$ cat src/rtl/io_pkg.sv
// Shared register map and decode helpers for the memory-mapped I/O controller.
package io_pkg;

  localparam int NUM_SW = 10;

  localparam logic [7:0] OFF_OUT0   = 8'h00;
  localparam logic [7:0] OFF_OUT1   = 8'h04;
  localparam logic [7:0] OFF_OUT2   = 8'h08;
  localparam logic [7:0] OFF_IN0    = 8'h80;
  localparam logic [7:0] OFF_IN1    = 8'h84;
  localparam logic [7:0] OFF_STATUS = 8'h88;

  function automatic logic is_wr_off(input logic [7:0] off);
    return (off == OFF_OUT0) || (off == OFF_OUT1) || (off == OFF_OUT2);
  endfunction

  function automatic logic is_rd_off(input logic [7:0] off);
    return is_wr_off(off) || (off == OFF_IN0) || (off == OFF_IN1) || (off == OFF_STATUS);
  endfunction

endpackage

$ cat src/rtl/sw_debounce.sv
// Single-switch debouncer: two-flop synchronizer followed by a stable/counting FSM.
// state       | meaning
// ST_STABLE   | debounced value matches synchronized input
// ST_COUNTING | input differs, counting toward acceptance
module sw_debounce #(
  parameter int DEBOUNCE_CYCLES = 50000
) (
  input  logic clk,
  input  logic reset,
  input  logic i_raw,
  output logic o_stable,
  output logic o_change
);

  localparam int CW = $clog2(DEBOUNCE_CYCLES);
  localparam logic [CW-1:0] CNT_LAST = CW'(DEBOUNCE_CYCLES - 1);

  localparam logic [0:0] ST_STABLE   = 1'b0;
  localparam logic [0:0] ST_COUNTING = 1'b1;

  logic          r_sync1;
  logic          r_sync2;
  logic [0:0]    r_state;
  logic [CW-1:0] r_cnt;
  logic          r_stable;
  logic          r_change;

  always_ff @(posedge clk or posedge reset) begin
    if (reset) begin
      r_sync1  <= 1'b0;
      r_sync2  <= 1'b0;
      r_state  <= ST_STABLE;
      r_cnt    <= '0;
      r_stable <= 1'b0;
      r_change <= 1'b0;
    end else begin
      r_sync1  <= i_raw;
      r_sync2  <= r_sync1;
      r_change <= 1'b0;
      if (r_state == ST_STABLE) begin
        if (r_sync2 != r_stable) begin
          r_state <= ST_COUNTING;
          r_cnt   <= '0;
        end
      end else begin
        if (r_sync2 == r_stable) begin
          r_state <= ST_STABLE;
          r_cnt   <= '0;
        end else if (r_cnt == CNT_LAST) begin
          r_stable <= r_sync2;
          r_change <= 1'b1;
          r_state  <= ST_STABLE;
          r_cnt    <= '0;
        end else begin
          r_cnt <= r_cnt + CW'(1);
        end
      end
    end
  end

  assign o_stable = r_stable;
  assign o_change = r_change;

endmodule

$ cat src/rtl/io_port_controller.sv
// CPU-facing I/O window: three output port registers, two debounced switch
// input ports and a sticky read-clear change-status register.
module io_port_controller
  import io_pkg::*;
#(
  parameter int          DEBOUNCE_CYCLES = 50000,
  parameter logic [31:0] IO_BASE         = 32'hFFFF_FF00
) (
  input  logic        clk,
  input  logic        reset,
  input  logic [31:0] io_addr,
  input  logic [31:0] io_wdata,
  input  logic        io_we,
  input  logic        io_re,
  output logic [31:0] io_rdata,
  output logic        io_rvalid,
  output logic        io_err,
  input  logic [9:0]  sw,
  output logic [31:0] out_port0,
  output logic [31:0] out_port1,
  output logic [31:0] out_port2,
  output logic [31:0] in_port0,
  output logic [31:0] in_port1
);

  logic              w_hit;
  logic [7:0]        w_off;
  logic              w_wr_ok;
  logic              w_wr_bad;
  logic              w_rd_hit;
  logic              w_rd_bad;
  logic              w_status_clr;
  logic [31:0]       w_rd_mux;
  logic [NUM_SW-1:0] w_stable;
  logic [NUM_SW-1:0] w_change;

  logic [31:0]       r_out0;
  logic [31:0]       r_out1;
  logic [31:0]       r_out2;
  logic [31:0]       r_rdata;
  logic              r_rvalid;
  logic              r_err;
  logic [NUM_SW-1:0] r_status;

  for (genvar g = 0; g < NUM_SW; g++) begin : g_sw
    sw_debounce #(.DEBOUNCE_CYCLES(DEBOUNCE_CYCLES)) u_db (
      .clk      (clk),
      .reset    (reset),
      .i_raw    (sw[g]),
      .o_stable (w_stable[g]),
      .o_change (w_change[g])
    );
  end

  // Misaligned offsets never equal a mapped offset, so they fall into the error path.
  assign w_hit        = (io_addr[31:8] == IO_BASE[31:8]);
  assign w_off        = io_addr[7:0];
  assign w_wr_ok      = io_we & w_hit & is_wr_off(w_off);
  assign w_wr_bad     = io_we & w_hit & ~is_wr_off(w_off);
  assign w_rd_hit     = io_re & w_hit;
  assign w_rd_bad     = w_rd_hit & ~is_rd_off(w_off);
  assign w_status_clr = w_rd_hit & (w_off == OFF_STATUS);

  assign in_port0 = {27'b0, w_stable[4:0]};
  assign in_port1 = {27'b0, w_stable[9:5]};

  always_comb begin
    w_rd_mux = '0;
    case (w_off)
      OFF_OUT0:   w_rd_mux = r_out0;
      OFF_OUT1:   w_rd_mux = r_out1;
      OFF_OUT2:   w_rd_mux = r_out2;
      OFF_IN0:    w_rd_mux = in_port0;
      OFF_IN1:    w_rd_mux = in_port1;
      OFF_STATUS: w_rd_mux = {{(32-NUM_SW){1'b0}}, r_status};
      default:    w_rd_mux = '0;
    endcase
  end

  always_ff @(posedge clk or posedge reset) begin
    if (reset) begin
      r_out0   <= '0;
      r_out1   <= '0;
      r_out2   <= '0;
      r_rdata  <= '0;
      r_rvalid <= 1'b0;
      r_err    <= 1'b0;
      r_status <= '0;
    end else begin
      if (w_wr_ok) begin
        case (w_off)
          OFF_OUT0: r_out0 <= io_wdata;
          OFF_OUT1: r_out1 <= io_wdata;
          OFF_OUT2: r_out2 <= io_wdata;
          default:  ;
        endcase
      end
      r_rvalid <= w_rd_hit;
      if (w_rd_hit) r_rdata <= w_rd_mux;
      r_err <= w_wr_bad | w_rd_bad;
      // A change arriving with the read-clear survives, so no event is lost.
      if (w_status_clr) r_status <= w_change;
      else              r_status <= r_status | w_change;
    end
  end

  assign out_port0 = r_out0;
  assign out_port1 = r_out1;
  assign out_port2 = r_out2;
  assign io_rdata  = r_rdata;
  assign io_rvalid = r_rvalid;
  assign io_err    = r_err;

endmodule

$ cat config.mk
export PLATFORM = sky130hd
export DESIGN_NAME = io_port_controller
export DESIGN_NICKNAME = d
export VERILOG_FILES = /design/src/rtl/io_pkg.sv /design/src/rtl/sw_debounce.sv /design/src/rtl/io_port_controller.sv
export SDC_FILE = /design/constraint.sdc
export NUM_CORES = 1
export LEC_CHECK = 0
export CAP_MARGIN = 20
export CORE_AREA = 2 2 189 238
export DETAILED_ROUTE_END_ITERATION = 8
export DIE_AREA = 0 0 191 240
export GPL_TIMING_DRIVEN = 0
export PLACE_DENSITY_LB_ADDON = 0.2
export SKIP_CTS_REPAIR_TIMING = 1
export SLEW_MARGIN = 20
export SYNTH_ARGS = -nofsm -noshare
export SYNTH_HDL_FRONTEND = slang
export SYNTH_SLANG_ARGS = --single-unit
$ cat constraint.sdc
create_clock -name clk -period 12.87 [get_ports clk]
set_input_delay 1.287 -clock clk [delete_from_list [all_inputs] [get_ports clk]]
set_output_delay 1.287 -clock clk [all_outputs]
set_load 0.01 [all_outputs]
Word-level counts from Yosys, hierarchy flattened
Cells that the tools add are included.
- add/sub/neg operators: 10
- multiply operators: 0
- divide/modulo/power cells: 0
- order comparisons: 0
- equal/unequal tests: 36
- shift operators: 0
- mux-type cells: 112
- bitwise operators: 20
- reductions and logical operators: 29
- operator list (cell ; number):
    $mux 16 ; 40
    $pmux 32 s6 ; 1
    $add 16x1->16 const B ; 10
    $eq 16x16->1 const B ; 10
    $mux 1 ; 70
    $reduce_and 3->1 ; 10
    $eq 24x24->1 const B ; 1
    $eq 8x8->1 const B ; 3
    $reduce_bool 2->1 ; 10
    $not 1->1 ; 12
    $eq 1x1->1 ; 10
    $mux 10 ; 1
    $ne 1x1->1 ; 10
    $or 10x10->10 ; 1
    $eq 8x3->1 const B ; 1
    $eq 8x4->1 const B ; 1
    $logic_not 8->1 ; 1
    $and 1x1->1 ; 6
    $reduce_and 2->1 ; 3
    $logic_or 1x1->1 ; 5
    $or 1x1->1 ; 1
- register bits: 350
- bits in latches: 0
- RAM bits: 0
- ROM bits: 0
- input port bits: 78
- output and inout bits: 194
- word-level logic and storage cells: 274
- memories: 0

Depth between registers and ports, before layout
Gate-level depths: netlist of run 1.
- depth in word-level cells: 9
- mapped depth: 8
- gate-level depth less buffers: 6

Hierarchy
A second synthesis of run 1 with hierarchy kept.
- cell total of the unflattened synthesis: 1710
- area total of the unflattened synthesis: 18062.3 um2
- modules (own cells, without submodules) (module ; instances ; cells each ; area an instance (um2) ; sequential area each (um2)):
    sw_debounce (g_sw[0].u_db ...) ; 8 ; 118 ; 1119.8 ; 525.5
    io_port_controller ; 1 ; 534 ; 6827.8 ; 3503.4
    sw_debounce (g_sw[9].u_db) ; 1 ; 114 ; 1148.6 ; 525.5
    sw_debounce (g_sw[8].u_db) ; 1 ; 118 ; 1127.3 ; 525.5

Least setup slack after synthesis of run 1
Ideal clock, no wire load.
- path kind: input port to flip-flop
- start: input port io_addr[2]
- end: register r_out2[0], in the netlist out_port2[0]
- setup time: 0.125 ns
- arrival: 2.695 ns
- path slack: 10.050 ns
- stages: 7
- cell sequence: buf_2 > and2b_1 > and2_1 > buf_2 > nand4_1 > buf_2 > mux2_2
- word-level cells in the longest chain between the ends: 5
- elaborated cells on any way between the ends: 7
- classes of those cells: eq/ne: 2; bitwise: 1; reduce/logical: 4
- ends and longest elaborated chain (item ; line ; RTL):
    from (decl) ; io_port_controller.sv:11 ; input logic [31:0] io_addr,
    $eq 8x3->1 or $logic_not 8->1 (tied branches) ; io_pkg.sv:14 ; return (off == OFF_OUT0) || (off == OFF_OUT1) || (off == OFF_OUT2);
    $logic_or 1x1->1 (2 in series) ; io_pkg.sv:14 ;
    $and 1x1->1 ; io_port_controller.sv:58 ; assign w_wr_ok = io_we & w_hit & is_wr_off(w_off);
    $reduce_and 2->1 (no source line) * ; n/a ;
    to (signal assigned) ; io_port_controller.sv:94 ; OFF_OUT2: r_out2 <= io_wdata;
    to (decl) ; io_port_controller.sv:39 ; logic [31:0] r_out2;
Mark *: on every way between the ends. The rest lies on a longest branch, timed or not.
A chain may end at the register's enable or synchronous reset.

Worst setup path in the final report of run 1
- start: input port io_addr[5]
- end: register r_rdata[14], in the netlist io_rdata[14]
- word-level cells in the longest chain between the ends: 2
- elaborated cells on any way between the ends: 7
- classes of those cells: eq/ne: 5; mux: 1; reduce/logical: 1
- ends and longest elaborated chain (item ; line ; RTL):
    $eq 8x8->1 (tied with other cells) ; io_port_controller.sv:69 ; case (w_off)
    $pmux 32 s6 * ; io_port_controller.sv:69 ;
    to (signal assigned) ; io_port_controller.sv:99 ; if (w_rd_hit) r_rdata <= w_rd_mux;
    to (decl) ; io_port_controller.sv:40 ; logic [31:0] r_rdata;
Marked as above.

==> results of run 1 <==
==> critical path, cell delays in order <==
cell and delay (ns):
clkdlybuf4s50_1 0.47, nor3_1 0.45, nand3_1 0.33, nor3_1 0.52, clkbuf_1 0.52, nand3_1 0.29, nand2_1 0.13
==> where the power goes <==
| part | internal [W] | leakage [nW] | switching [W] |
|---|---|---|---|
| Combinational | 0.0000586 | 4.28 | 0.0000867 |
| Clock | 0.000806 | 0.725 | 0.000457 |
| Sequential | 0.00111 | 4.81 | 0.0000131 |
| Total | 0.00198 | 9.82 | 0.000557 |
==> layout make-up <==
| cell class | count | share of cell area (%) |
|---|---|---|
| Timing Repair Buffer | 217 | 10.2 |
| Multi-Input combinational cell | 1235 | 35.7 |
| Clock buffer | 50 | 5.02 |
| Buffer | 134 | 3.72 |
| Tap cell | 572 | 3.27 |
| Sequential cell | 350 | 40.0 |
| Clock inverter | 21 | 1.66 |
| Inverter | 27 | 0.497 |
==> stage by stage <==
stage / instance area [sq um] / setup WS (ns) / utilization [%] / total power (W)
after floorplan: 17500 / 1.88 / - / 0.00123
after global placement: 20400 / -2.66 / 46.7 / 0.00129
after detailed placement: 20400 / 8.79 / 46.9 / 0.00129
after CTS: 21900 / 9.32 / 50.3 / 0.00257
after global routing: 21900 / 9.08 / 50.3 / 0.00263
final: 21900 / 9.32 / 50.3 / 0.00253
==> flip-flops by register name (all words and copies together) (netlist names) <==
register	flops
g_sw.u_db.o_change	10
g_sw.u_db.o_stable	10
g_sw.u_db.r_cnt	160
g_sw.u_db.r_state	10
g_sw.u_db.r_sync1	10
g_sw.u_db.r_sync2	10
io_err	1
io_rdata	32
io_rvalid	1
out_port0	32
out_port1	32
out_port2	32
r_status	10
==> cells in the final DEF, fill, tap and decap left out, drive strengths merged, types with 40 or more instances in the layout <==
master	instances
nand3	97
clkdlybuf4s50	214
a31oi	93
nor2	79
clkbuf	83
conb	54
mux2	115
buf	104
nand4	40
dfrtp	350
a21oi	74
o21ai	106
nand2	213
==> cell families (layout without fill, tap and decap cells) <==
kind of cell             Yosys count  count (layout)
AO/OA/AOI/OAI                    368             368
flip-flops                       350             350
adder cells (fa/ha/maj)           10              10
multiplexers                     152             152
XOR/XNOR                          23              23
AND/OR/NAND/NOR                  628             628
other                              1              54
buffers and inverters            161             449
==> per-layer routing <==
| layer | vias to the layer above | share of wire, % | GRT usage, % |
|---|---|---|---|
| met4 | 2 | 2.6 | 6.32 |
| li1 | 6727 | - | - |
| met2 | 399 | 49 | 35.1 |
| met1 | 6884 | 43 | 26.1 |
| met3 | 79 | 5.6 | 3.14 |
| met5 | - | 0.028 | 0 |
==> path summary, 6_finish.rpt <==
kind	from	endpoint	slack [ns]
setup / recovery	io_addr[5]	io_rdata[14]	9.32
hold / removal	g_sw[4].u_db.r_sync1	g_sw[4].u_db.r_sync2	0.34
setup reg to reg	g_sw[3].u_db.o_stable	g_sw[3].u_db.r_cnt[12]	10.62
hold reg to reg	g_sw[4].u_db.r_sync1	g_sw[4].u_db.r_sync2	0.34
max in group asynchronous	reset	out_port0[25]	10.31
min in group asynchronous	reset	g_sw[2].u_db.r_sync1	1.28
==> summary.txt, run 1 <==
Status
  • Outcome: completed

Synth
  • Synth top area share: 50.6%
  • Post-synth ARST share: 100%
  • Post-synth EDFFs: 0
  • Synth Area in Compound Gates: 13.1%
  • Top-count cell post-synth: dfrtp_1
  • Commonest cells post-synth: dfrtp_1, nand2_1, mux2_2, o21ai_0, nand3_1
  • FF+latch count, synth: 350
  • Synth cell types: 66
  • XOR/XNOR Fraction of Synth Area: 1.16%
  • Largest family of logic cells by synthesized area: simple AND/OR/NAND/NOR gates
  • Top cells by area, synth: dfrtp_1, mux2_2, nand2_1, a31oi_1, o21ai_0
  • Post-Synth Simple-Gate Area: 19.4%
  • Yosys warns: 0
  • Post-synthesis mux area share: 9.63%
  • Sequential area share after synthesis: 50.6%
  • Post-Synth Adder-Cell Area: 0.723%
  • Post-synth top area cell: dfrtp_1
  • Mapped cell area: 17300 sq um
  • Post-Syn Instances: 1693
  • Synth Area per Inst: 10.2 sq um
  • Top FF cell, synth: dfrtp_1

Layout
  • Layout cell share with drive strength beyond 1: 15.8%
  • Sequential cell area: 8760 sq um
  • Area Overhead vs Synth: 26.7%
  • Non-filler cells, final: 2606
  • Ant. Diodes: 0
  • Fillcell total: 3986
  • Fin nets: 2092
  • Area of the multi-input gates: 7820 sq um

Detailed routing
  • ANT nets after route: 0
  • Routed WL: 47.0 mm
  • Initial drt markers: 1013
  • Total number of vias: 14100
  • TritonRoute pass-1 iters: 5
  • Drt drc: 0
  • DR WL/cell: 18.0 microns
  • Vias/cell: 5.41

Timing
  • RSZ-0062 raised after global routing: no
  • F_max: 281 MHz
  • Final Hold Fails: 0
  • Final-report setup violation count: 0
  • Post-layout min period: 3.55 ns
  • Worst slew pin tran: 0.881 ns
  • Hold Worst Slack: 0.344 ns
  • Setup TNS: 0 ns
  • Max-slew headroom: 41.2%
  • Tcrit/Tclk final: 27.6%
  • Clk_skew: 0.00970 ns
  • Pins Over Slew Limit: 0

Floorplanning
  • Core area: 43600 sq um
  • I/O Pins: 272
  • Die height: 240 microns
  • Initial Util: 39.7%
  • # rows: 86
  • Die ar.: 45800 sq um
  • Horiz. Die Dim: 191 microns

Worst setup path
  • Critical Path RT: 13.32 ns
  • CP max FO: 10
  • CP startpoint kind: primary input
  • Kind of critical path: in -> reg
  • R2R cell count: 6
  • Crit. End Element: flop
  • Crit path DAT: 4.01 ns

Global routing
  • Initial antenna violation count: 1
  • Number of global-route vias before repair: 13700
  • Total Routing Usage GR: 20.3%
  • First-pass GRT wire length: 74.3 mm
  • Largest net degree at the start of global routing: 98
  • Global route total overflow: 0

Clock network
  • Sink Count: 350
  • Total CTS buffers: 39
  • Worst-path clk slew: 0.06 ns
  • Clock root buffer: clkbuf_16
  • Htree depth: 2
  • Clock Latency Late Sink: 0.53 ns
  • CTS tree: built
  • Clock buffer depth: 3

Place
  • HPWL after detailed placement: 34.0 mm
  • # port buffers: 214
  • Placed cells: 2535
  • RePlAce Congestion: 0.873

Pwr
  • Leak: 9.82 nW
  • PD cells: 116 nW/um^2
  • Peak supply drop: 0.0000775 V

Hold path
  • Min-Delay Path Class: reg -> reg
  • Hold Path Cell Cnt: 0

Job
  • Max cap viols: 0
Note: power is estimated with default switching activity, not from simulation.
==> run 2: changes to the inputs <==
==> constraint.sdc (replaced) <==
create_clock -name clk -period 3.1 [get_ports clk]
set_input_delay 0.31 -clock clk [delete_from_list [all_inputs] [get_ports clk]]
set_output_delay 0.31 -clock clk [all_outputs]
set_load 0.01 [all_outputs]
==> summary.txt, run 2 (synthesis gave the netlist of run 1 again) <==
Status
  • Outcome: completed

Global routing
  • Initial antenna violation count: 0 (-1)
  • Global route total overflow: 0 (unchanged)
  • First-pass GRT wire length: 74.6 mm (+0.38%)
  • Number of global-route vias before repair: 13700 (+0.20%)
  • Total Routing Usage GR: 20.4% (+0.037 points)
  • Largest net degree at the start of global routing: 34 (-65%)

Clock network
  • Clock root buffer: clkbuf_16
  • Clock Latency Late Sink: 0.54 ns (about the same)
  • Worst-path clk slew: 0.06 ns (about the same)
  • Htree depth: 2 (unchanged)
  • Clock buffer depth: 3 (unchanged)
  • Sink Count: 350 (unchanged)
  • Total CTS buffers: 39 (unchanged)
  • CTS tree: built

Pwr
  • Peak supply drop: 0.000307 V (+300%)
  • Leak: 9.85 nW (+0.34%)
  • PD cells: 468 nW/um^2 (+300%)

Timing
  • RSZ-0062 raised after global routing: no
  • Setup ws final: 0.538 ns (-8.78 ns)
  • Final-report setup violation count: 0 (unchanged)
  • Tcrit/Tclk final: 82.6%
  • Max-slew headroom: 39.9% (-1.4 points)
  • Post-layout min period: 2.56 ns
  • Clk_skew: 0.0109 ns (+0.00124 ns)
  • Worst slew pin tran: 0.902 ns (+0.0205 ns)
  • Pins Over Slew Limit: 0 (unchanged)
  • Final Hold Fails: 0 (unchanged)
  • F_max: 390 MHz
  • Setup TNS: 0 ns (unchanged)

Detailed routing
  • TritonRoute pass-1 iters: 5 (unchanged)
  • Drt drc: 0 (unchanged)
  • Initial drt markers: 771 (-24%)
  • Vias/cell: 5.43 (+0.38%)
  • ANT nets after route: 0 (unchanged)
  • Total number of vias: 14200 (+0.73%)
  • DR WL/cell: 18.0 microns (-0.27%)
  • Routed WL: 47.0 mm (about the same)

Floorplanning
  • Horiz. Die Dim: 191 microns (unchanged)
  • Core area: 43600 sq um (unchanged)
  • # rows: 86 (unchanged)
  • Die height: 240 microns (unchanged)
  • I/O Pins: 272 (unchanged)
  • Die ar.: 45800 sq um (unchanged)
  • Initial Util: 39.7% (unchanged)

Layout
  • Sequential cell area: 8760 sq um (unchanged)
  • Fillcell total: 3981 (-0.13%)
  • Most frequent cells in the layout: dfrtp_1, clkdlybuf4s50_1, nand2_1
  • Non-filler cells, final: 2615 (+0.35%)
  • Ant. Diodes: 0 (unchanged)
  • Max reg flops: 160 (unchanged)
  • Layout cell share with drive strength beyond 1: 16.2% (+0.37 points)
  • Post-layout instance area: 22000 sq um (+0.46%)
  • Reg with most FFs: g_sw.u_db.r_cnt
  • Most common cell after layout, fill and taps aside: dfrtp_1
  • Area Overhead vs Synth: 27.2%
  • Area of the multi-input gates: 7820 sq um (unchanged)
  • Fin nets: 2101 (+0.43%)

Worst setup path
  • CP startpoint kind: primary input
  • Critical Path RT: 3.56 ns (-9.76 ns)
  • Worst R2R Setup Slack: 0.84 ns (-9.78 ns)
  • Kind of critical path: in -> reg
  • Crit. End Element: flop
  • Crit path DAT: 3.02 ns (-0.99 ns)
  • CP max FO: 10 (unchanged)

Place
  • RePlAce Congestion: 0.853 (-2.3%)
  • HPWL after detailed placement: 34.2 mm (+0.70%)
  • Placed inst area: 20600 sq um (+0.86%)
  • Placed cells: 2544 (+0.36%)
  • Place WS: 0.0252 ns (-8.76 ns)
  • # port buffers: 214 (unchanged)

Hold path
  • Min-Delay Path Class: in -> reg

Job
  • Max cap viols: 0 (unchanged)
==> run 2: per-layer routing <==
metal / vias to the layer above / track usage, % / wire length [microns]
met5: - / 0 / 0
met4: 0 / 6.67 / 1400
met3: 86 / 3.01 / 2620
met2: 402 / 35.0 / 22900
met1: 6958 / 26.2 / 20000
li1: 6748 / - / -
==> run 2: final timing paths <==
path                                                to                  start  cells after the start
worst max-delay path                      io_rdata[13]             io_addr[5]                      7
worst min-delay path              g_sw[6].u_db.r_sync1                  sw[6]                      1
worst max register to register  g_sw[3].u_db.r_cnt[12]  g_sw[3].u_db.o_stable                      6
worst min register to register    g_sw[5].u_db.r_sync2   g_sw[5].u_db.r_sync1                      0
max in group asynchronous       g_sw[8].u_db.r_cnt[11]                  reset                      8
min in group asynchronous        g_sw[1].u_db.r_cnt[3]                  reset                      2
==> run 2: area by class of cell <==
class	instances	area share [%]
inverters	27	0.478
plain buffers	134	3.70
multi-input cells	1235	35.5
clock buffers	52	5.12
well taps	572	3.25
repair buffers	226	10.9
clock inverters	19	1.18
flip-flops and latches	350	39.8
==> run 2: stage by stage <==
step / utilization [%] / power (W) / hold WS [ns]
CTS: 50.5 / 0.0104 / 0.191
global route: 50.5 / 0.0107 / 0.199
floorplan: - / 0.00512 / 0.331
finish: 50.5 / 0.0103 / 0.211
detailed placement: 47.3 / 0.00539 / 0.336
global placement: 46.7 / 0.00534 / 0.334
==> run 2: worst max-delay path, stage by stage <==
cell and delay [ns]:
clkdlybuf4s50_1 0.41, nor3_1 0.45, nand3_1 0.33, nor3_1 0.64, clkbuf_1 0.50, nand3_1 0.26
nand2_1 0.12
==> run 2: power by group <==
part / total [W] / internal (W) / switching, W
sequential: 0.00468 / 0.00462 / 0.0000562
clock: 0.00499 / 0.00307 / 0.00192
combinational: 0.000629 / 0.000266 / 0.000363
total: 0.0103 / 0.00795 / 0.00234
